$ cat src/rtl/mmio_sw_led_slave_if.sv
// Processor data-bus bundle for the switch/LED responder: req/ack handshake,
// word address, store data and load data.
interface mmio_sw_led_slave_if;
  logic        req;
  logic        we;
  logic [15:0] addr;
  logic [15:0] wdata;
  logic        ack;
  logic [15:0] rdata;

  modport master (output req, output we, output addr, output wdata,
                  input  ack, input  rdata);
  modport slave  (input  req, input  we, input  addr, input  wdata,
                  output ack, output rdata);
endinterface

$ cat src/rtl/mmio_sw_led_slave.sv
// Memory-mapped switch/LED responder: debounced SW, sticky change bits, LED register.
// Optional feature macro SWLED_IRQ_EN adds the irq output and a RW IRQ_MASK at offset 3.
module mmio_sw_led_slave #(
  parameter logic [15:0] BASE_ADDR  = 16'hC000,
  parameter int          DEB_CYCLES = 1000
) (
  input  logic                 clk,
  input  logic                 rst,
  mmio_sw_led_slave_if.slave   bus,
  input  logic [9:0]           SW,
  output logic [9:0]           LEDR
`ifdef SWLED_IRQ_EN
  ,
  output logic                 irq
`endif
);

  typedef enum logic {IDLE, ACK} state_t;

  localparam logic [9:0] CNT_MAX = 10'(DEB_CYCLES - 1);

  state_t      state, state_next;
  logic        sel, take;
  logic [1:0]  off;
  logic [15:0] rd_val, rdata_q;
  logic [9:0]  led_q;
  logic [9:0]  sw_m, sw_s, cand, cnt;
  logic [9:0]  sw_db, sw_db_next, sw_chg, sw_chg_next, chg_clr;
  logic        deb_hit;
  logic [9:0]  irq_mask;
  logic        unused_ok;

  assign off  = bus.addr[1:0];
  assign sel  = bus.req && (bus.addr[15:2] == BASE_ADDR[15:2]);
  // A held req is only considered from IDLE, so every access costs two cycles.
  assign take = (state == IDLE) && sel;

  assign unused_ok = &{1'b0, bus.wdata[15:10]};

  always_comb begin
    // NOTE: every output of this block gets a default first, so no path leaves
    // a value unassigned and no latch is inferred.
    state_next = state;
    rd_val     = '0;
    chg_clr    = '0;
    case (state)
      IDLE:    if (sel) state_next = ACK;
      ACK:     state_next = IDLE;
      default: state_next = IDLE;
    endcase
    case (off)
      2'd0:    rd_val = {6'b0, led_q};
      2'd1:    rd_val = {6'b0, sw_db};
      2'd2:    rd_val = {6'b0, sw_chg};
      default: rd_val = {6'b0, irq_mask};
    endcase
    if (take && off == 2'd2)
      chg_clr = bus.we ? bus.wdata[9:0] : '1;
  end

  // A change detected in the same cycle as a clear survives: set wins.
  assign deb_hit     = (sw_s == cand) && (cnt == CNT_MAX);
  assign sw_db_next  = deb_hit ? cand : sw_db;
  assign sw_chg_next = (sw_chg & ~chg_clr) | (sw_db_next ^ sw_db);

  // NOTE: sequential state is written with non-blocking assignments only, so
  // every flop samples the pre-edge value of every other flop.
  always_ff @(posedge clk) begin
    // NOTE: the synchroniser and debounce flops are reset too, so SW_DB starts
    // from a known 0 and re-qualifies the pins after every reset.
    if (rst) begin
      sw_m   <= '0;
      sw_s   <= '0;
      cand   <= '0;
      cnt    <= '0;
      sw_db  <= '0;
      sw_chg <= '0;
    end else begin
      sw_m   <= SW;
      sw_s   <= sw_m;
      cand   <= sw_s;
      if (sw_s != cand)      cnt <= '0;
      else if (cnt != CNT_MAX) cnt <= cnt + 10'd1;
      sw_db  <= sw_db_next;
      sw_chg <= sw_chg_next;
    end
  end

  always_ff @(posedge clk) begin
    if (rst) begin
      state   <= IDLE;
      rdata_q <= '0;
      led_q   <= '0;
    end else begin
      state <= state_next;
      if (take) begin
        rdata_q <= bus.we ? 16'h0000 : rd_val;
        if (bus.we && off == 2'd0) led_q <= bus.wdata[9:0];
      end
    end
  end

`ifdef SWLED_IRQ_EN
  always_ff @(posedge clk) begin
    if (rst) begin
      irq_mask <= '0;
      irq      <= 1'b0;
    end else begin
      if (take && bus.we && off == 2'd3) irq_mask <= bus.wdata[9:0];
      irq <= |(sw_chg & irq_mask);
    end
  end
`else
  assign irq_mask = '0;
`endif

  assign bus.ack   = (state == ACK);
  assign bus.rdata = bus.ack ? rdata_q : 16'h0000;
  assign LEDR      = led_q;

endmodule

$ cat src/flat_wrapper.sv
// flat-port wrapper written by rule: the top's interface ports become plain ports
module mmio_sw_led_slave_flat 
#(
  parameter logic [15:0] BASE_ADDR  = 16'hC000,
  parameter int          DEB_CYCLES = 1000
)
  (clk, rst, SW, LEDR, bus_req, bus_we, bus_addr, bus_wdata, bus_ack, bus_rdata);
  mmio_sw_led_slave_if bus_i ();
  input  logic clk;
  input  logic rst;
  input  logic [9:0] SW;
  output logic [9:0] LEDR;
  input wire logic [$bits(bus_i.req)-1:0] bus_req;
  input wire logic [$bits(bus_i.we)-1:0] bus_we;
  input wire logic [$bits(bus_i.addr)-1:0] bus_addr;
  input wire logic [$bits(bus_i.wdata)-1:0] bus_wdata;
  output wire logic [$bits(bus_i.ack)-1:0] bus_ack;
  output wire logic [$bits(bus_i.rdata)-1:0] bus_rdata;
  assign bus_i.req = bus_req;
  assign bus_i.we = bus_we;
  assign bus_i.addr = bus_addr;
  assign bus_i.wdata = bus_wdata;
  assign bus_ack = bus_i.ack;
  assign bus_rdata = bus_i.rdata;
  mmio_sw_led_slave #(.BASE_ADDR(BASE_ADDR), .DEB_CYCLES(DEB_CYCLES)) u_core (.clk(clk), .rst(rst), .bus(bus_i), .SW(SW), .LEDR(LEDR));
endmodule
$ cat config.mk
export PLATFORM = sky130hd
export DESIGN_NAME = mmio_sw_led_slave_flat
export DESIGN_NICKNAME = d
export VERILOG_FILES = /design/src/rtl/mmio_sw_led_slave_if.sv /design/src/rtl/mmio_sw_led_slave.sv /design/src/flat_wrapper.sv
export SDC_FILE = /design/constraint.sdc
export NUM_CORES = 1
export LEC_CHECK = 0
export BUFFER_PORTS_ARGS = -buffer_cell sky130_fd_sc_hd__buf_4
export CAP_MARGIN = 20
export CORE_MARGIN = 2
export CORE_UTILIZATION = 45
export CTS_BUF_LIST = sky130_fd_sc_hd__clkbuf_4
export DETAILED_ROUTE_END_ITERATION = 10
export PLACE_DENSITY = 0.78
export REMOVE_ABC_BUFFERS = 1
export SLEW_MARGIN = 20
export SYNTH_ARGS = -nofsm -noshare
export SYNTH_HDL_FRONTEND = slang
export SYNTH_SLANG_ARGS = --single-unit
$ cat constraint.sdc
create_clock -name clk -period 1.49 [get_ports clk]
set_input_delay 0 -clock clk [delete_from_list [all_inputs] [get_ports clk]]
set_output_delay 0 -clock clk [all_outputs]
set_load 0.1 [all_outputs]
# Yosys cells after proc, flatten, opt, wreduce, memory -nomap -nowiden
# Index checks and enable logic that the tools add are counted.
[totals]
regBits = 87
latchBits = 0
ram_bits = 0
rom_bits = 0
out_inout_bits = 27
word_cells = 38
mem_count = 0
[classes]
n_addsub = 1
mul = 0
div = 0
n_lt_le_gt_ge = 0
n_eq_ne = 7
shift = 0
n_mux = 8
n_bitwise = 5
reduce_logical = 8
[ops]
columns = ["op", "count"]
rows = [
  ["10-bit two-way mux", 4],
  ["10-bit one-hot mux with 3 select lines", 1],
  ["16-bit two-way mux", 1],
  ["14-bit equality test, second input constant", 1],
  ["10-bit by 1-bit adder with 10-bit output, second input constant", 1],
  ["10-bit bitwise AND", 1],
  ["10-bit equality test", 1],
  ["10-bit equality test, second input constant", 1],
  ["10-bit != test", 1],
  ["10-bit != test, second input constant", 1],
  ["10-bit NOT", 1],
  ["10-bit OR", 1],
  ["10-bit XOR", 1],
  ["1-bit logical AND", 5],
  ["2-bit by 1-bit equality test with 1-bit output, second input constant", 1],
  ["2-bit equality test, second input constant", 1],
  ["2-bit logical NOT", 1],
  ["1-bit one-hot mux with 2 select lines", 1],
  ["2-bit AND reduction", 1],
  ["2-bit OR reduction", 1],
  ["1-bit two-way mux", 1],
  ["1-bit NOT", 1],
]

# Longest topological paths before layout
# Gate-level depths: netlist (run 1).
[depth]
depth_word = 8
ltp_mapped = 6

# Worst setup path after synthesis (run 1)
# Ideal clock, no wire load.
[synth_timing]
kind = "register to output"
start = "reg u_core.state (netlist: u_core.bus.ack)"
end = "out bus_rdata[0]"
t_arrival_ns = 1.990
setup_slack_ns = -0.500
stages_incl_launch_ff = 3
path_buffers = 1
cell_sequence = "dfxtp_1 clkbuf_1 and2_1"
[synth_via]
elab_chain_cells = 1
[synth_rtl]
columns = ["element", "line_no", "rtl"]
rows = [
  ["start, declared", "mmio_sw_led_slave.sv:22", "state_t state, state_next;"],
  ["start signal, assigned", "mmio_sw_led_slave.sv:95", "state <= state_next;"],
  ["16-bit two-way mux", "mmio_sw_led_slave.sv:118", "assign bus.rdata = bus.ack ? rdata_q : 16'h0000;"],
  ["end, declared", "flat_wrapper.sv:18", "output wire logic [$bits(bus_i.rdata)-1:0] bus_rdata;"],
]
# No other way between the ends.

# Worst setup path in the final report (run 1)
[layout_timing]
start = "reg u_core.state (netlist: u_core.bus.ack)"
end = "reg u_core.sw_chg[7]"
[layout_via]
elab_chain_cells = 7
[layout_rtl]
columns = ["element", "line_no", "rtl"]
rows = [
  ["1-bit NOT", "mmio_sw_led_slave.sv:36", "assign take = (state == IDLE) && sel;"],
  ["1-bit logical AND", "mmio_sw_led_slave.sv:36", ""],
  ["1-bit logical AND", "mmio_sw_led_slave.sv:57", "if (take && off == 2'd2)"],
  ["10-bit two-way mux", "mmio_sw_led_slave.sv:57", ""],
  ["10-bit NOT", "mmio_sw_led_slave.sv:64", "assign sw_chg_next = (sw_chg & ~chg_clr) | (sw_db_next ^ sw_db);"],
  ["10-bit bitwise AND", "mmio_sw_led_slave.sv:64", ""],
  ["10-bit OR", "mmio_sw_led_slave.sv:64", ""],
  ["end signal, assigned", "mmio_sw_led_slave.sv:85", "sw_chg <= sw_chg_next;"],
  ["end, declared", "mmio_sw_led_slave.sv:28", "logic [9:0] sw_db, sw_db_next, sw_chg, sw_chg_next, chg_clr;"],
]
# No other way between the ends.
# A chain may end at the register's enable or synchronous reset.

==> impl_results.html, run 1 <==
<table>
<tr><th>Metric</th><th>Value</th></tr>
<tr><th colspan="2">Synth</th></tr>
<tr><td>Library cell with the highest instance count after synthesis</td><td>sky130_fd_sc_hd__dfxtp_1</td></tr>
<tr><td>Dominant cell type by area after synthesis</td><td>sky130_fd_sc_hd__dfxtp_1</td></tr>
<tr><td>Proportion of register bits with asynchronous set or reset after synthesis</td><td>0%</td></tr>
<tr><td>Most used flip-flop cell after synthesis</td><td>sky130_fd_sc_hd__dfxtp_1</td></tr>
<tr><td>Number of distinct library cells after synthesis</td><td>33</td></tr>
<tr><td>Cells after Synth</td><td>370</td></tr>
<tr><td>Post-synthesis instance area</td><td>3480 um2</td></tr>
<tr><td>Share of the yosys chip area belonging to registers</td><td>46.60%</td></tr>
<tr><td>Synth warn</td><td>0</td></tr>
<tr><td>EDFF count, synth</td><td>0</td></tr>
<tr><td>Top cells by instance count after synthesis</td><td>sky130_fd_sc_hd__dfxtp_1 (81), sky130_fd_sc_hd__nor2b_1 (42), sky130_fd_sc_hd__nand2_1 (36)</td></tr>
<tr><td>Yosys top cell area share</td><td>around 47%</td></tr>
<tr><td>Post-synthesis sequential element count</td><td>slightly above 80</td></tr>
<tr><td>Top area cells in the synthesized netlist</td><td>sky130_fd_sc_hd__dfxtp_1 (47%), sky130_fd_sc_hd__nor2b_1 (7.6%), sky130_fd_sc_hd__mux2i_1 (6.0%), sky130_fd_sc_hd__nand2_1 (3.9%), sky130_fd_sc_hd__xnor2_1 (3.5%)</td></tr>
<tr><td>Average size of a mapped cell</td><td>roughly 9.4 um2</td></tr>
<tr><th colspan="2">Routing</th></tr>
<tr><td>Number of violations reported at the end of detailed-routing iteration 0</td><td>95</td></tr>
<tr><td>Routed WL</td><td>8.733 mm</td></tr>
<tr><td>Antenna Violating Nets Remaining</td><td>0</td></tr>
<tr><td>Residual DRC</td><td>0</td></tr>
<tr><td>Routed wirelength normalized by instance count</td><td>15.06 um</td></tr>
<tr><td>Met2 Wirelength</td><td>between 4 and 5 mm</td></tr>
<tr><td>M1 wire length</td><td>between 3 and 4 mm</td></tr>
<tr><td>Met3 layer wire length in the routed design</td><td>about 520 um</td></tr>
<tr><td>Vias per std cell</td><td>roughly 5.2</td></tr>
<tr><td>Uppermost layer routed</td><td>met4</td></tr>
<tr><td>First drt pass iteration count</td><td>4</td></tr>
<tr><td>Routed vias</td><td>a little over 3000</td></tr>
<tr><th colspan="2">STA</th></tr>
<tr><td>Period minus WS final</td><td>1.535 ns</td></tr>
<tr><td>Worst Clk Skew</td><td>0.02017 ns</td></tr>
<tr><td>Fmax</td><td>651.4 MHz</td></tr>
<tr><td>Final setup TNS</td><td>-0.1498 ns</td></tr>
<tr><td>Number of pins exceeding their max-slew limit in the final report</td><td>0</td></tr>
<tr><td>Least-Margin Pin Slew</td><td>0.7743 ns</td></tr>
<tr><td>Worst slew margin relative to its limit</td><td>48.38%</td></tr>
<tr><td>Post-route clock period utilization</td><td>103.0%</td></tr>
<tr><td>Setup slack of the critical path after layout</td><td>-0.04507 ns</td></tr>
<tr><td>Final Hold Fails</td><td>0</td></tr>
<tr><td>Number of setup violations in the final report</td><td>10</td></tr>
<tr><td>Tightest hold margin</td><td>0.03194 ns</td></tr>
<tr><td>RSZ-0062 raised after global routing</td><td>true</td></tr>
<tr><th colspan="2">Global route</th></tr>
<tr><td>Gr ovfl total</td><td>0</td></tr>
<tr><td>Initial antenna violation count</td><td>0</td></tr>
<tr><td>First-pass GRT wire length</td><td>13.36 mm</td></tr>
<tr><td>Total track usage</td><td>19.81%</td></tr>
<tr><td>Pin count of the biggest net entering global routing</td><td>62</td></tr>
<tr><td>Vias in the first global route</td><td>2916</td></tr>
<tr><th colspan="2">Power and ir drop</th></tr>
<tr><td>Post-route total power</td><td>0.003784 W</td></tr>
<tr><td>Standby leakage power</td><td>approximately 1.9 nW</td></tr>
<tr><td>Power density over the cells</td><td>770.2 nW/um2</td></tr>
<tr><td>Worst vdd ir</td><td>0.4085 mV</td></tr>
<tr><th colspan="2">Job</th></tr>
<tr><td>Max-capacitance violation count</td><td>0</td></tr>
<tr><th colspan="2">Setup path</th></tr>
<tr><td>Classification of the worst setup path</td><td>flop to flop</td></tr>
<tr><td>Crit start category</td><td>flop</td></tr>
<tr><td>Worst Setup End Kind</td><td>flop</td></tr>
<tr><td>Worst endpoint data arrival time</td><td>1.86 ns</td></tr>
<tr><td>Maximum net fanout on the critical path</td><td>18</td></tr>
<tr><td>Critical path required time</td><td>between 1.5 and 2 ns</td></tr>
<tr><th colspan="2">Place</th></tr>
<tr><td>Final weighted congestion in routability-driven placement</td><td>just over 0.8</td></tr>
<tr><td>Setup slack after placement</td><td>-0.1050 ns</td></tr>
<tr><td>IO buf count</td><td>60</td></tr>
<tr><td>Post-Place Cells</td><td>534</td></tr>
<tr><td>Half-perimeter wire length after detailed placement</td><td>5.154 mm</td></tr>
<tr><th colspan="2">Final layout</th></tr>
<tr><td>Nets</td><td>519</td></tr>
<tr><td>Number of fill cells in the layout</td><td>around 610</td></tr>
<tr><td>Finished Layout Cells</td><td>580</td></tr>
<tr><td>Proportion of layout cells with a drive suffix above 1</td><td>approximately 32%</td></tr>
<tr><td>Layout overhead on the synthesized area</td><td>41.21%</td></tr>
<tr><th colspan="2">Die</th></tr>
<tr><td>Cell row count</td><td>32</td></tr>
<tr><td>Initial Utilization</td><td>45.74%</td></tr>
<tr><td>Number of ports placed on the die boundary</td><td>73</td></tr>
<tr><td>Die span in y</td><td>between 90 and 100 um</td></tr>
<tr><td>Overall die area</td><td>8452 um2</td></tr>
<tr><td>Die outline width</td><td>91.94 um</td></tr>
<tr><td>Core region area</td><td>7607 um2</td></tr>
<tr><th colspan="2">Clock tree</th></tr>
<tr><td>Max H-tree Level</td><td>3</td></tr>
<tr><td>Clock tree from TritonCTS</td><td>yes</td></tr>
<tr><td>Worst-Skew Late Latency</td><td>0.45 ns</td></tr>
<tr><td>Clock tree sinks</td><td>81</td></tr>
<tr><td>Number of buffers created by CTS</td><td>9</td></tr>
<tr><td>Root Driver</td><td>sky130_fd_sc_hd__clkbuf_4</td></tr>
<tr><td>Clock edge transition at the registers on the reported setup and hold paths</td><td>0.14 ns</td></tr>
<tr><td>Number of buffers on the longest clock path</td><td>2</td></tr>
<tr><th colspan="2">Status</th></tr>
<tr><td>Failing checks</td><td>setup timing</td></tr>
<tr><td>Result of the run</td><td>finished with violations</td></tr>
<tr><th colspan="2">Min path</th></tr>
<tr><td>Hold Crit Class</td><td>primary input to flop</td></tr>
</table>
## logic make-up (layout without fill, tap and decap cells)
family / after synthesis / count (layout) / share of synthesized area, %
compound gates: 62 / 62 / 11.97
other cells: 1 / 7 / 0.1078
mux: 21 / 21 / 6.041
simple gates: 143 / 143 / 23.23
xor+xnor: 28 / 28 / 7.048
buf+inv: 33 / 135 / 4.638
flops: 81 / 81 / 46.60
fa+ha+maj: 1 / 1 / 0.3595
## power by group
group	internal [W]	total, W	leakage [nW]	switching (W)
combinational	0.000208	0.000475	1.19	0.000267
sequential	0.00220	0.00222	0.660	0.0000176
clock	0.000322	0.00109	0.0566	0.000768
total	0.00273	0.00378	1.91	0.00105
## layout by cell type, fill, tap and decap left out, types with 4 or more instances in the layout
| cell type | count |
|---|---|
| sky130_fd_sc_hd__nor2_2 | 5 |
| sky130_fd_sc_hd__o31ai_4 | 7 |
| sky130_fd_sc_hd__o2bb2ai_1 | 10 |
| sky130_fd_sc_hd__nand3_1 | 11 |
| sky130_fd_sc_hd__buf_6 | 16 |
| sky130_fd_sc_hd__dlygate4sd3_1 | 22 |
| sky130_fd_sc_hd__nand2_1 | 36 |
| sky130_fd_sc_hd__nand4_1 | 4 |
| sky130_fd_sc_hd__and2_1 | 10 |
| sky130_fd_sc_hd__xnor2_1 | 14 |
| sky130_fd_sc_hd__dfxtp_2 | 6 |
| sky130_fd_sc_hd__buf_4 | 78 |
| sky130_fd_sc_hd__o311ai_2 | 5 |
| sky130_fd_sc_hd__conb_1 | 6 |
| sky130_fd_sc_hd__dfxtp_1 | 75 |
| sky130_fd_sc_hd__nor2b_1 | 42 |
| sky130_fd_sc_hd__clkbuf_4 | 9 |
| sky130_fd_sc_hd__nor2_1 | 6 |
| sky130_fd_sc_hd__a21oi_1 | 20 |
| sky130_fd_sc_hd__xor2_1 | 13 |
| sky130_fd_sc_hd__o21ai_1 | 10 |
| sky130_fd_sc_hd__nand4b_1 | 10 |
| sky130_fd_sc_hd__mux2i_1 | 21 |
## metrics by stage
| step | util, % | cell area [um2] |
|---|---|---|
| final | 64.59 | 4913 |
| after global routing | 64.56 | 4911 |
| after CTS | 61.10 | 4648 |
| after detailed placement | 54.54 | 4149 |
| after global placement | 54.54 | 4149 |
| after floorplan | - | 3341 |
## metal layers
metal / vias to the layer above / GRT usage [%]
li1: 1488 / -
met1: 1424 / 22.86
met2: 104 / 33.76
met3: 22 / 4.766
met4: 0 / 10.82
met5: - / 0
## flip-flops by register name, summed over array words and instances, names as in the netlist
signal / flops
u_core.sw_chg: 10
u_core.cand: 10
u_core.bus.ack: 1
u_core.rdata_q: 10
u_core.LEDR: 10
u_core.sw_s: 10
u_core.sw_m: 10
u_core.cnt: 10
u_core.sw_db: 10
## final timing paths
check | slack [ns] | endpoint | startpoint | cells after the start
worst min register to register | 0.44 | u_core.sw_s[4]$_SDFF_PP0_ | u_core.sw_m[4]$_SDFF_PP0_ | 1
worst max-delay path | -0.05 | u_core.sw_chg[7]$_SDFF_PP0_ | u_core.bus.ack$_SDFF_PP0_ | 5
worst max register to register | -0.05 | u_core.sw_chg[7]$_SDFF_PP0_ | u_core.bus.ack$_SDFF_PP0_ | 5
worst min-delay path | 0.03 | u_core.LEDR[0]$_SDFFE_PP0P_ | bus_addr[0] | 3
## layout make-up
type / instances / area [um2] / area share, %
clock inverter: 7 / 37.54 / 0.7639
antenna: 1 / 2.502 / 0.05093
tap: 102 / 127.6 / 2.597
clock buffer: 9 / 67.56 / 1.375
timing repair buffer: 118 / 1021 / 20.78
sequential: 81 / 1629 / 33.16
multi-input combinational: 261 / 2024 / 41.20
inverter: 1 / 3.754 / 0.07639
## critical path, stage by stage (launching register included)
cell,delay (ns)
sky130_fd_sc_hd__dfxtp_1,0.37
sky130_fd_sc_hd__nor4_4,0.17
sky130_fd_sc_hd__nand4_1,0.14
sky130_fd_sc_hd__buf_6,0.21
sky130_fd_sc_hd__o311ai_2,0.41
sky130_fd_sc_hd__o31ai_4,0.12
## what timing repair did
item | CTS | global route
endpoints found under the hold margin | 38 | 0
endpoints found under the setup margin | 24 | 32
pin swaps | 14 | 13
resized for setup | 30 | 48
gates cloned | 3 | 0
buffers inserted | 4 | 0
hold buffers | 22 | 0
(Power assumes the default switching activity.)
==> inputs of run 2 (changes only) <==
- CTS_BUF_LIST: sky130_fd_sc_hd__clkbuf_4 -> sky130_fd_sc_hd__clkbuf_4 sky130_fd_sc_hd__clkbuf_8 sky130_fd_sc_hd__clkbuf_16
==> run 2 against run 1 <==
  * The flow still finishes with violations (setup timing)
  * Maximum frequency is 0.92% higher
  * Power is 10% higher
  * Clock power is 35% higher
  * Clock skew is 0.0038 ns lower
  * Global-route usage is 0.070 points lower
  * Sequential share of layout area is 0.38 points lower
  * Wire length hardly changed
  * First-iteration DRC count is 94% higher
==> impl_results.html, run 2 (synthesis gave the netlist of run 1 again) <==
<table>
<tr><th>Metric</th><th>Value</th></tr>
<tr><th colspan="2">Final layout</th></tr>
<tr><td>Ant. Diodes</td><td>0</td></tr>
<tr><td>Number of fill cells in the layout</td><td>590</td></tr>
<tr><td>Commonest non-fill, non-tap cells in the layout</td><td>sky130_fd_sc_hd__buf_4 (86), sky130_fd_sc_hd__dfxtp_1 (75), sky130_fd_sc_hd__nor2b_1 (42)</td></tr>
<tr><td>Layout overhead on the synthesized area</td><td>42.86%</td></tr>
<tr><td>Nets</td><td>~520</td></tr>
<tr><td>Non-Filler Cell Area, Final</td><td>approximately 5000 um2</td></tr>
<tr><td>Most common cell after layout, fill and taps aside</td><td>sky130_fd_sc_hd__buf_4</td></tr>
<tr><td>Layout Utilization</td><td>65.35%</td></tr>
<tr><td>Proportion of layout cells with a drive suffix above 1</td><td>between 30% and 40%</td></tr>
<tr><th colspan="2">Die</th></tr>
<tr><td>Die span in y</td><td>91.94 um</td></tr>
<tr><td>Cell row count</td><td>32</td></tr>
<tr><td>Number of ports placed on the die boundary</td><td>73</td></tr>
<tr><td>Initial Utilization</td><td>45.74%</td></tr>
<tr><td>Overall die area</td><td>approximately 8500 um2</td></tr>
<tr><td>Core region area</td><td>7607 um2</td></tr>
<tr><td>Die outline width</td><td>approximately 90 um</td></tr>
<tr><th colspan="2">Clock tree</th></tr>
<tr><td>Root Driver</td><td>sky130_fd_sc_hd__clkbuf_8</td></tr>
<tr><td>Clock edge transition at the registers on the reported setup and hold paths</td><td>~0.09 ns</td></tr>
<tr><td>Worst-Skew Late Latency</td><td>0.35 ns</td></tr>
<tr><td>Clock tree sinks</td><td>81</td></tr>
<tr><td>Max H-tree Level</td><td>3</td></tr>
<tr><td>Number of buffers created by CTS</td><td>9</td></tr>
<tr><td>Clock tree from TritonCTS</td><td>yes</td></tr>
<tr><td>Number of buffers on the longest clock path</td><td>2</td></tr>
<tr><th colspan="2">Min path</th></tr>
<tr><td>Cell count of the worst hold path</td><td>4</td></tr>
<tr><td>Hold path start</td><td>rst</td></tr>
<tr><td>Hold Crit Class</td><td>primary input to flop</td></tr>
<tr><td>Hold Crit Endpoint</td><td>u_core.sw_db[4]$_SDFF_PP0_</td></tr>
<tr><th colspan="2">Job</th></tr>
<tr><td>Max-capacitance violation count</td><td>0</td></tr>
<tr><th colspan="2">STA</th></tr>
<tr><td>Final Hold Fails</td><td>0</td></tr>
<tr><td>Worst Clk Skew</td><td>0.01641 ns</td></tr>
<tr><td>Fmax</td><td>657.4 MHz</td></tr>
<tr><td>Number of pins exceeding their max-slew limit in the final report</td><td>0</td></tr>
<tr><td>Least-Margin Pin Slew</td><td>0.8335 ns</td></tr>
<tr><td>Post-route clock period utilization</td><td>102.1%</td></tr>
<tr><td>RSZ-0062 raised after global routing</td><td>true</td></tr>
<tr><td>Period minus WS final</td><td>1.521 ns</td></tr>
<tr><td>Worst slew margin relative to its limit</td><td>44.43%</td></tr>
<tr><td>Setup slack of the critical path after layout</td><td>-0.03110 ns</td></tr>
<tr><td>Number of setup violations in the final report</td><td>10</td></tr>
<tr><th colspan="2">Power and ir drop</th></tr>
<tr><td>Power density over the cells</td><td>between 800 and 900 nW/um2</td></tr>
<tr><td>Share of total power in the clock network</td><td>35.4%</td></tr>
<tr><td>Sequential group share of total power</td><td>53.2%</td></tr>
<tr><td>Worst vdd ir</td><td>0.4905 mV</td></tr>
<tr><td>Switching pwr</td><td>0.001072 W</td></tr>
<tr><td>Standby leakage power</td><td>around 1.9 nW</td></tr>
<tr><td>Cell-internal power</td><td>between 0.003 and 0.004 W</td></tr>
<tr><td>Sw Share</td><td>25.75%</td></tr>
<tr><td>Logic pwr share</td><td>11.4%</td></tr>
<tr><th colspan="2">Place</th></tr>
<tr><td>Final weighted congestion in routability-driven placement</td><td>0.8056</td></tr>
<tr><td>Placed inst area</td><td>4149 um2</td></tr>
<tr><td>IO buf count</td><td>60</td></tr>
<tr><td>Half-perimeter wire length after detailed placement</td><td>roughly 5.2 mm</td></tr>
<tr><th colspan="2">Global route</th></tr>
<tr><td>GR Util met2</td><td>33.58%</td></tr>
<tr><td>Met1 global-route usage</td><td>23.58%</td></tr>
<tr><td>Met3 layer usage reported by global route</td><td>4.930%</td></tr>
<tr><td>Initial antenna violation count</td><td>0</td></tr>
<tr><td>Total track usage</td><td>19.74%</td></tr>
<tr><td>First-pass GRT wire length</td><td>13.39 mm</td></tr>
<tr><td>Most heavily used metal layer in global routing</td><td>met2</td></tr>
<tr><td>Vias in the first global route</td><td>2902</td></tr>
<tr><td>Gr ovfl total</td><td>0</td></tr>
<tr><td>Pin count of the biggest net entering global routing</td><td>62</td></tr>
<tr><th colspan="2">Routing</th></tr>
<tr><td>Number of violations reported at the end of detailed-routing iteration 0</td><td>184</td></tr>
<tr><td>Routed wirelength normalized by instance count</td><td>15.14 um</td></tr>
<tr><td>First drt pass iteration count</td><td>4</td></tr>
<tr><td>Antenna Violating Nets Remaining</td><td>0</td></tr>
<tr><td>Residual DRC</td><td>0</td></tr>
<tr><td>Routed WL</td><td>between 8 and 9 mm</td></tr>
<tr><td>Routed vias</td><td>3020</td></tr>
<tr><td>Vias per std cell</td><td>5.234</td></tr>
<tr><th colspan="2">Setup path</th></tr>
<tr><td>Critical path required time</td><td>1.76 ns</td></tr>
<tr><td>Worst Setup End Kind</td><td>flop</td></tr>
<tr><td>Classification of the worst setup path</td><td>flop to flop</td></tr>
<tr><td>Crit start category</td><td>flop</td></tr>
<tr><td>FF-to-FF path depth</td><td>7</td></tr>
<tr><td>Beginning of the worst register-to-register path</td><td>u_core.cnt[0]$_SDFFE_PP0P_</td></tr>
<tr><td>R2R Setup Slk</td><td>-0.03 ns</td></tr>
<tr><td>Maximum net fanout on the critical path</td><td>5</td></tr>
<tr><td>Worst endpoint data arrival time</td><td>1.79 ns</td></tr>
<tr><td>End of the worst register-to-register path</td><td>u_core.sw_chg[2]$_SDFF_PP0_</td></tr>
<tr><th colspan="2">Status</th></tr>
<tr><td>Result of the run</td><td>finished with violations</td></tr>
<tr><td>Failing checks</td><td>setup timing</td></tr>
</table>
[run 2: critical path, stage by stage, from the launching register on]
cell and delay (ns):
sky130_fd_sc_hd__dfxtp_2 0.35, sky130_fd_sc_hd__ha_4 0.13, sky130_fd_sc_hd__and2_4 0.13, sky130_fd_sc_hd__and4_4 0.23
sky130_fd_sc_hd__nand4_1 0.12, sky130_fd_sc_hd__buf_6 0.16, sky130_fd_sc_hd__buf_6 0.14, sky130_fd_sc_hd__o31ai_4 0.18
[run 2: power groups by stage]
stage	Combinational, W	Clock (W)	Sequential (W)
4_1_cts	0.000419	0.00149	0.00222
6_report	0.000473	0.00147	0.00222
3_3_place_gp	0.000356	0	0.00226
5_1_grt	0.000502	0.00160	0.00222
2_1_floorplan	0.000177	0	0.00226
3_5_place_dp	0.000361	0	0.00226
[run 2: stage by stage]
stage	cells	power [W]	hold slack (ns)	setup WS, ns	setup TNS (ns)
3_3_place_gp	534	0.002619	0.2132	-0.003466	-0.009257
3_5_place_dp	534	0.002625	0.2144	-0.1050	-1.278
4_1_cts	577	0.004126	0.02688	-0.03794	-0.2979
6_report	577	0.004163	0.08888	-0.03110	-0.1316
5_1_grt	577	0.004318	0.07953	-0.1234	-2.179
2_1_floorplan	343	0.002440	0.06907	-0.9801	-34.18
[run 2: final cells by class]
cell class,instances,area (um2),share of cell area (%)
multi-input combinational,261,2062,41.48
sequential,81,1629,32.77
timing repair buffer,116,967.2,19.46
clock buffer,11,151.4,3.046
tap,102,127.6,2.567
clock inverter,5,30.03,0.6041
inverter,1,3.754,0.07551
[run 2: timing repair]
item | in CTS | in global routing
setup endpoints to repair | 24 | 33
hold buffers | 20 | 0
hold endpoints to repair | 20 | 0
gates cloned | 3 | 0
resized for setup | 24 | 49
pin swaps | 14 | 13
setup buffers | 4 | 0
[run 2: worst max-delay path by stage]
| stage | start | end | slack (ns) | depth (start not counted) |
|---|---|---|---|---|
| 2_1_floorplan | u_core.bus.ack$_SDFF_PP0_ | u_core.sw_chg[0]$_SDFF_PP0_ | -0.98 | 4 |
| 3_3_place_gp | u_core.cnt[0]$_SDFFE_PP0P_ | u_core.sw_db[5]$_SDFF_PP0_ | -0.003 | 6 |
| 3_5_place_dp | u_core.cnt[1]$_SDFFE_PP0P_ | u_core.sw_chg[3]$_SDFF_PP0_ | -0.10 | 6 |
| 4_1_cts | u_core.sw_s[4]$_SDFF_PP0_ | u_core.cnt[7]$_SDFFE_PP0P_ | -0.04 | 6 |
| 5_1_grt | u_core.cand[9]$_SDFF_PP0_ | u_core.sw_chg[2]$_SDFF_PP0_ | -0.12 | 6 |
| 6_report | u_core.cnt[0]$_SDFFE_PP0P_ | u_core.sw_chg[2]$_SDFF_PP0_ | -0.03 | 7 |
[run 2: metal layers]
metal | wire length (um) | up-vias | part of all wire, %
li1 | - | 1473 | -
met1 | 3609 | 1446 | 41
met2 | 4505 | 85 | 52
met3 | 427 | 16 | 4.9
met4 | 195 | 0 | 2.2
met5 | 0 | - | 0
==> inputs of run 3 (changes only) <==
- CORE_ASPECT_RATIO: not set -> 0.5
- RECOVER_POWER: not set -> 100
==> run 3 against run 2 <==
  * Global-route usage increased by 0.30 points
  * The run still ends with setup timing left
  * Maximum frequency decreased by 8.5%
  * Clock-buffer cell count decreased by 2
  * Worst hold slack improved by 0.032 ns
  * Clock skew decreased by 0.011 ns
==> impl_results.html, run 3 (synthesis gave the netlist of run 1 again) <==
<table>
<tr><th>Metric</th><th>Value</th></tr>
<tr><th colspan="2">Routing</th></tr>
<tr><td>Vias per std cell</td><td>5.369</td></tr>
<tr><td>Routed wirelength normalized by instance count</td><td>16.58 um</td></tr>
<tr><td>First drt pass iteration count</td><td>5</td></tr>
<tr><td>Residual DRC</td><td>0</td></tr>
<tr><td>Routed vias</td><td>3055</td></tr>
<tr><td>Number of violations reported at the end of detailed-routing iteration 0</td><td>229</td></tr>
<tr><td>Antenna Violating Nets Remaining</td><td>0</td></tr>
<tr><td>Routed WL</td><td>9.435 mm</td></tr>
<tr><th colspan="2">STA</th></tr>
<tr><td>Worst slew margin relative to its limit</td><td>36.82%</td></tr>
<tr><td>Final setup TNS</td><td>-2.519 ns</td></tr>
<tr><td>Fmax</td><td>around 600 MHz</td></tr>
<tr><td>Number of setup violations in the final report</td><td>28</td></tr>
<tr><td>RSZ-0062 raised after global routing</td><td>true</td></tr>
<tr><td>Final Hold Fails</td><td>0</td></tr>
<tr><td>Number of pins exceeding their max-slew limit in the final report</td><td>0</td></tr>
<tr><td>Post-route clock period utilization</td><td>111.5%</td></tr>
<tr><td>Least-Margin Pin Slew</td><td>about 0.95 ns</td></tr>
<tr><td>Worst Clk Skew</td><td>0.005339 ns</td></tr>
<tr><td>Setup slack of the critical path after layout</td><td>-0.1717 ns</td></tr>
<tr><td>Period minus WS final</td><td>about 1.7 ns</td></tr>
<tr><th colspan="2">Setup path</th></tr>
<tr><td>Worst endpoint data arrival time</td><td>approximately 1.9 ns</td></tr>
<tr><td>Gate family responsible for the most delay along the worst path</td><td>simple AND/OR/NAND/NOR gates</td></tr>
<tr><td>Series of cell instances along the critical path</td><td>xor2_1 &gt; nor4_2 &gt; nand4_1 &gt; buf_6 &gt; clkbuf_16 &gt; mux2i_1</td></tr>
<tr><td>Slowest stage cell on the critical path</td><td>sky130_fd_sc_hd__nor4_2</td></tr>
<tr><td>Largest incremental delay on the critical path</td><td>0.37 ns</td></tr>
<tr><td>Classification of the worst setup path</td><td>flop to flop</td></tr>
<tr><td>Maximum net fanout on the critical path</td><td>5</td></tr>
<tr><td>Crit path buf inv count</td><td>2</td></tr>
<tr><td>Crit start category</td><td>flop</td></tr>
<tr><td>Critical path required time</td><td>1.74 ns</td></tr>
<tr><td>Worst Setup End Kind</td><td>flop</td></tr>
<tr><th colspan="2">Clock tree</th></tr>
<tr><td>Worst-Skew Late Latency</td><td>0.34 ns</td></tr>
<tr><td>Number of buffers created by CTS</td><td>9</td></tr>
<tr><td>Max H-tree Level</td><td>3</td></tr>
<tr><td>Clock edge transition at the registers on the reported setup and hold paths</td><td>0.06 ns</td></tr>
<tr><td>Clock tree sinks</td><td>81</td></tr>
<tr><td>Clock tree from TritonCTS</td><td>yes</td></tr>
<tr><td>Root Driver</td><td>sky130_fd_sc_hd__clkbuf_16</td></tr>
<tr><td>Number of buffers on the longest clock path</td><td>2</td></tr>
<tr><th colspan="2">Power and ir drop</th></tr>
<tr><td>Standby leakage power</td><td>1.988 nW</td></tr>
<tr><td>Post-route total power</td><td>0.004820 W</td></tr>
<tr><td>Cell-internal power</td><td>0.003672 W</td></tr>
<tr><td>Logic pwr share</td><td>9.4%</td></tr>
<tr><td>Switching pwr</td><td>0.001147 W</td></tr>
<tr><td>Worst vdd ir</td><td>around 0.74 mV</td></tr>
<tr><td>Sw Share</td><td>between 20% and 30%</td></tr>
<tr><td>Share of total power in the clock network</td><td>around 45%</td></tr>
<tr><td>Sequential group share of total power</td><td>46.0%</td></tr>
<tr><td>Power density over the cells</td><td>963.7 nW/um2</td></tr>
<tr><th colspan="2">Job</th></tr>
<tr><td>Max-capacitance violation count</td><td>0</td></tr>
<tr><th colspan="2">Final layout</th></tr>
<tr><td>Proportion of layout cells with a drive suffix above 1</td><td>29.60%</td></tr>
<tr><td>Ant. Diodes</td><td>0</td></tr>
<tr><td>Layout overhead on the synthesized area</td><td>43.73%</td></tr>
<tr><td>Layout Utilization</td><td>roughly two thirds</td></tr>
<tr><td>Nets</td><td>516</td></tr>
<tr><td>Most common cell after layout, fill and taps aside</td><td>sky130_fd_sc_hd__buf_4</td></tr>
<tr><td>Commonest non-fill, non-tap cells in the layout</td><td>sky130_fd_sc_hd__buf_4 (87), sky130_fd_sc_hd__dfxtp_1 (78), sky130_fd_sc_hd__nor2b_1 (42)</td></tr>
<tr><th colspan="2">Global route</th></tr>
<tr><td>First-pass GRT wire length</td><td>12.95 mm</td></tr>
<tr><td>Gr ovfl total</td><td>0</td></tr>
<tr><td>Total track usage</td><td>20.04%</td></tr>
<tr><td>Pin count of the biggest net entering global routing</td><td>between 60 and 70</td></tr>
<tr><td>Initial antenna violation count</td><td>0</td></tr>
<tr><td>Vias in the first global route</td><td>2742</td></tr>
<tr><th colspan="2">Min path</th></tr>
<tr><td>Hold Crit Class</td><td>primary input to flop</td></tr>
<tr><th colspan="2">Die</th></tr>
<tr><td>Die outline width</td><td>128.4 um</td></tr>
<tr><td>Die span in y</td><td>66.18 um</td></tr>
<tr><td>Initial Utilization</td><td>46.99%</td></tr>
<tr><td>Core region area</td><td>7405 um2</td></tr>
<tr><td>Overall die area</td><td>between 8000 and 9000 um2</td></tr>
<tr><td>Number of ports placed on the die boundary</td><td>73</td></tr>
<tr><td>Cell row count</td><td>22</td></tr>
<tr><th colspan="2">Place</th></tr>
<tr><td>Final weighted congestion in routability-driven placement</td><td>0.8429</td></tr>
<tr><td>IO buf count</td><td>60</td></tr>
<tr><td>Half-perimeter wire length after detailed placement</td><td>roughly 5 mm</td></tr>
<tr><th colspan="2">Status</th></tr>
<tr><td>Failing checks</td><td>setup timing</td></tr>
<tr><td>Result of the run</td><td>finished with violations</td></tr>
</table>
## run 3: cell types whose count changed in the layout (fill, tap and decap cells not counted), sizes merged
cell and change:
bufinv +1, buf -3
## run 3: final timing paths
check | startpoint | to | slack [ns] | depth (start not counted)
setup / recovery | u_core.cand[4]$_SDFF_PP0_ | u_core.sw_db[9]$_SDFF_PP0_ | -0.17 | 6
hold / removal | rst | u_core.sw_db[1]$_SDFF_PP0_ | 0.12 | 4
setup reg to reg | u_core.cand[4]$_SDFF_PP0_ | u_core.sw_db[9]$_SDFF_PP0_ | -0.17 | 6
hold reg to reg | u_core.sw_m[0]$_SDFF_PP0_ | u_core.sw_s[0]$_SDFF_PP0_ | 0.43 | 1
## run 3: metrics by stage
step	setup slack [ns]	area, um2	hold WS (ns)	instances
detailed placement	-0.09984	4134	0.2155	527
floorplan	-0.9801	3341	0.06907	343
CTS	-0.09438	4663	0.05717	564
finish	-0.1717	5001	0.1212	569
global route	-0.2433	5001	0.1107	569
global placement	-0.01549	4134	0.2105	527
## run 3: final cells by class
cell class	instances	area, um2
Sequential cell	81	1625
Inverter	1	3.754
Clock buffer	9	225.2
Clock inverter	6	60.06
Fill cell	539	2404
Timing Repair Buffer	115	988.4
Tap cell	96	120.1
Multi-Input combinational cell	261	1978
## run 3: worst register-to-register path: stages, from the launching register on
cell and delay, ns:
sky130_fd_sc_hd__dfxtp_1 0.31, sky130_fd_sc_hd__xor2_1 0.17, sky130_fd_sc_hd__nor4_2 0.37, sky130_fd_sc_hd__nand4_1 0.18, sky130_fd_sc_hd__buf_6 0.18, sky130_fd_sc_hd__clkbuf_16 0.16
sky130_fd_sc_hd__mux2i_1 0.20
## run 3: power groups by stage
stage / Sequential [W] / Combinational (W) / Clock, W
floorplan: 0.00226 / 0.000177 / 0
global placement: 0.00226 / 0.000355 / 0
detailed placement: 0.00226 / 0.000360 / 0
CTS: 0.00222 / 0.000418 / 0.00216
global route: 0.00222 / 0.000479 / 0.00229
finish: 0.00222 / 0.000455 / 0.00215
## run 3: routing by layer
metal / GRT usage (%) / wire [um] / vias up
met5: 0 / 0 / -
met4: 8.929 / 247 / 0
met3: 7.120 / 716 / 25
met2: 32.71 / 4394 / 122
met1: 24.10 / 4077 / 1430
li1: - / - / 1478
## run 3: timing repair
item,CTS,global route
endpoints found under the setup margin,20,31
hold buffers,20,0
gates cloned,0,3
resized for setup,5,40
pin swaps,2,11
setup buffers,2,2
hold endpoints to repair,20,0
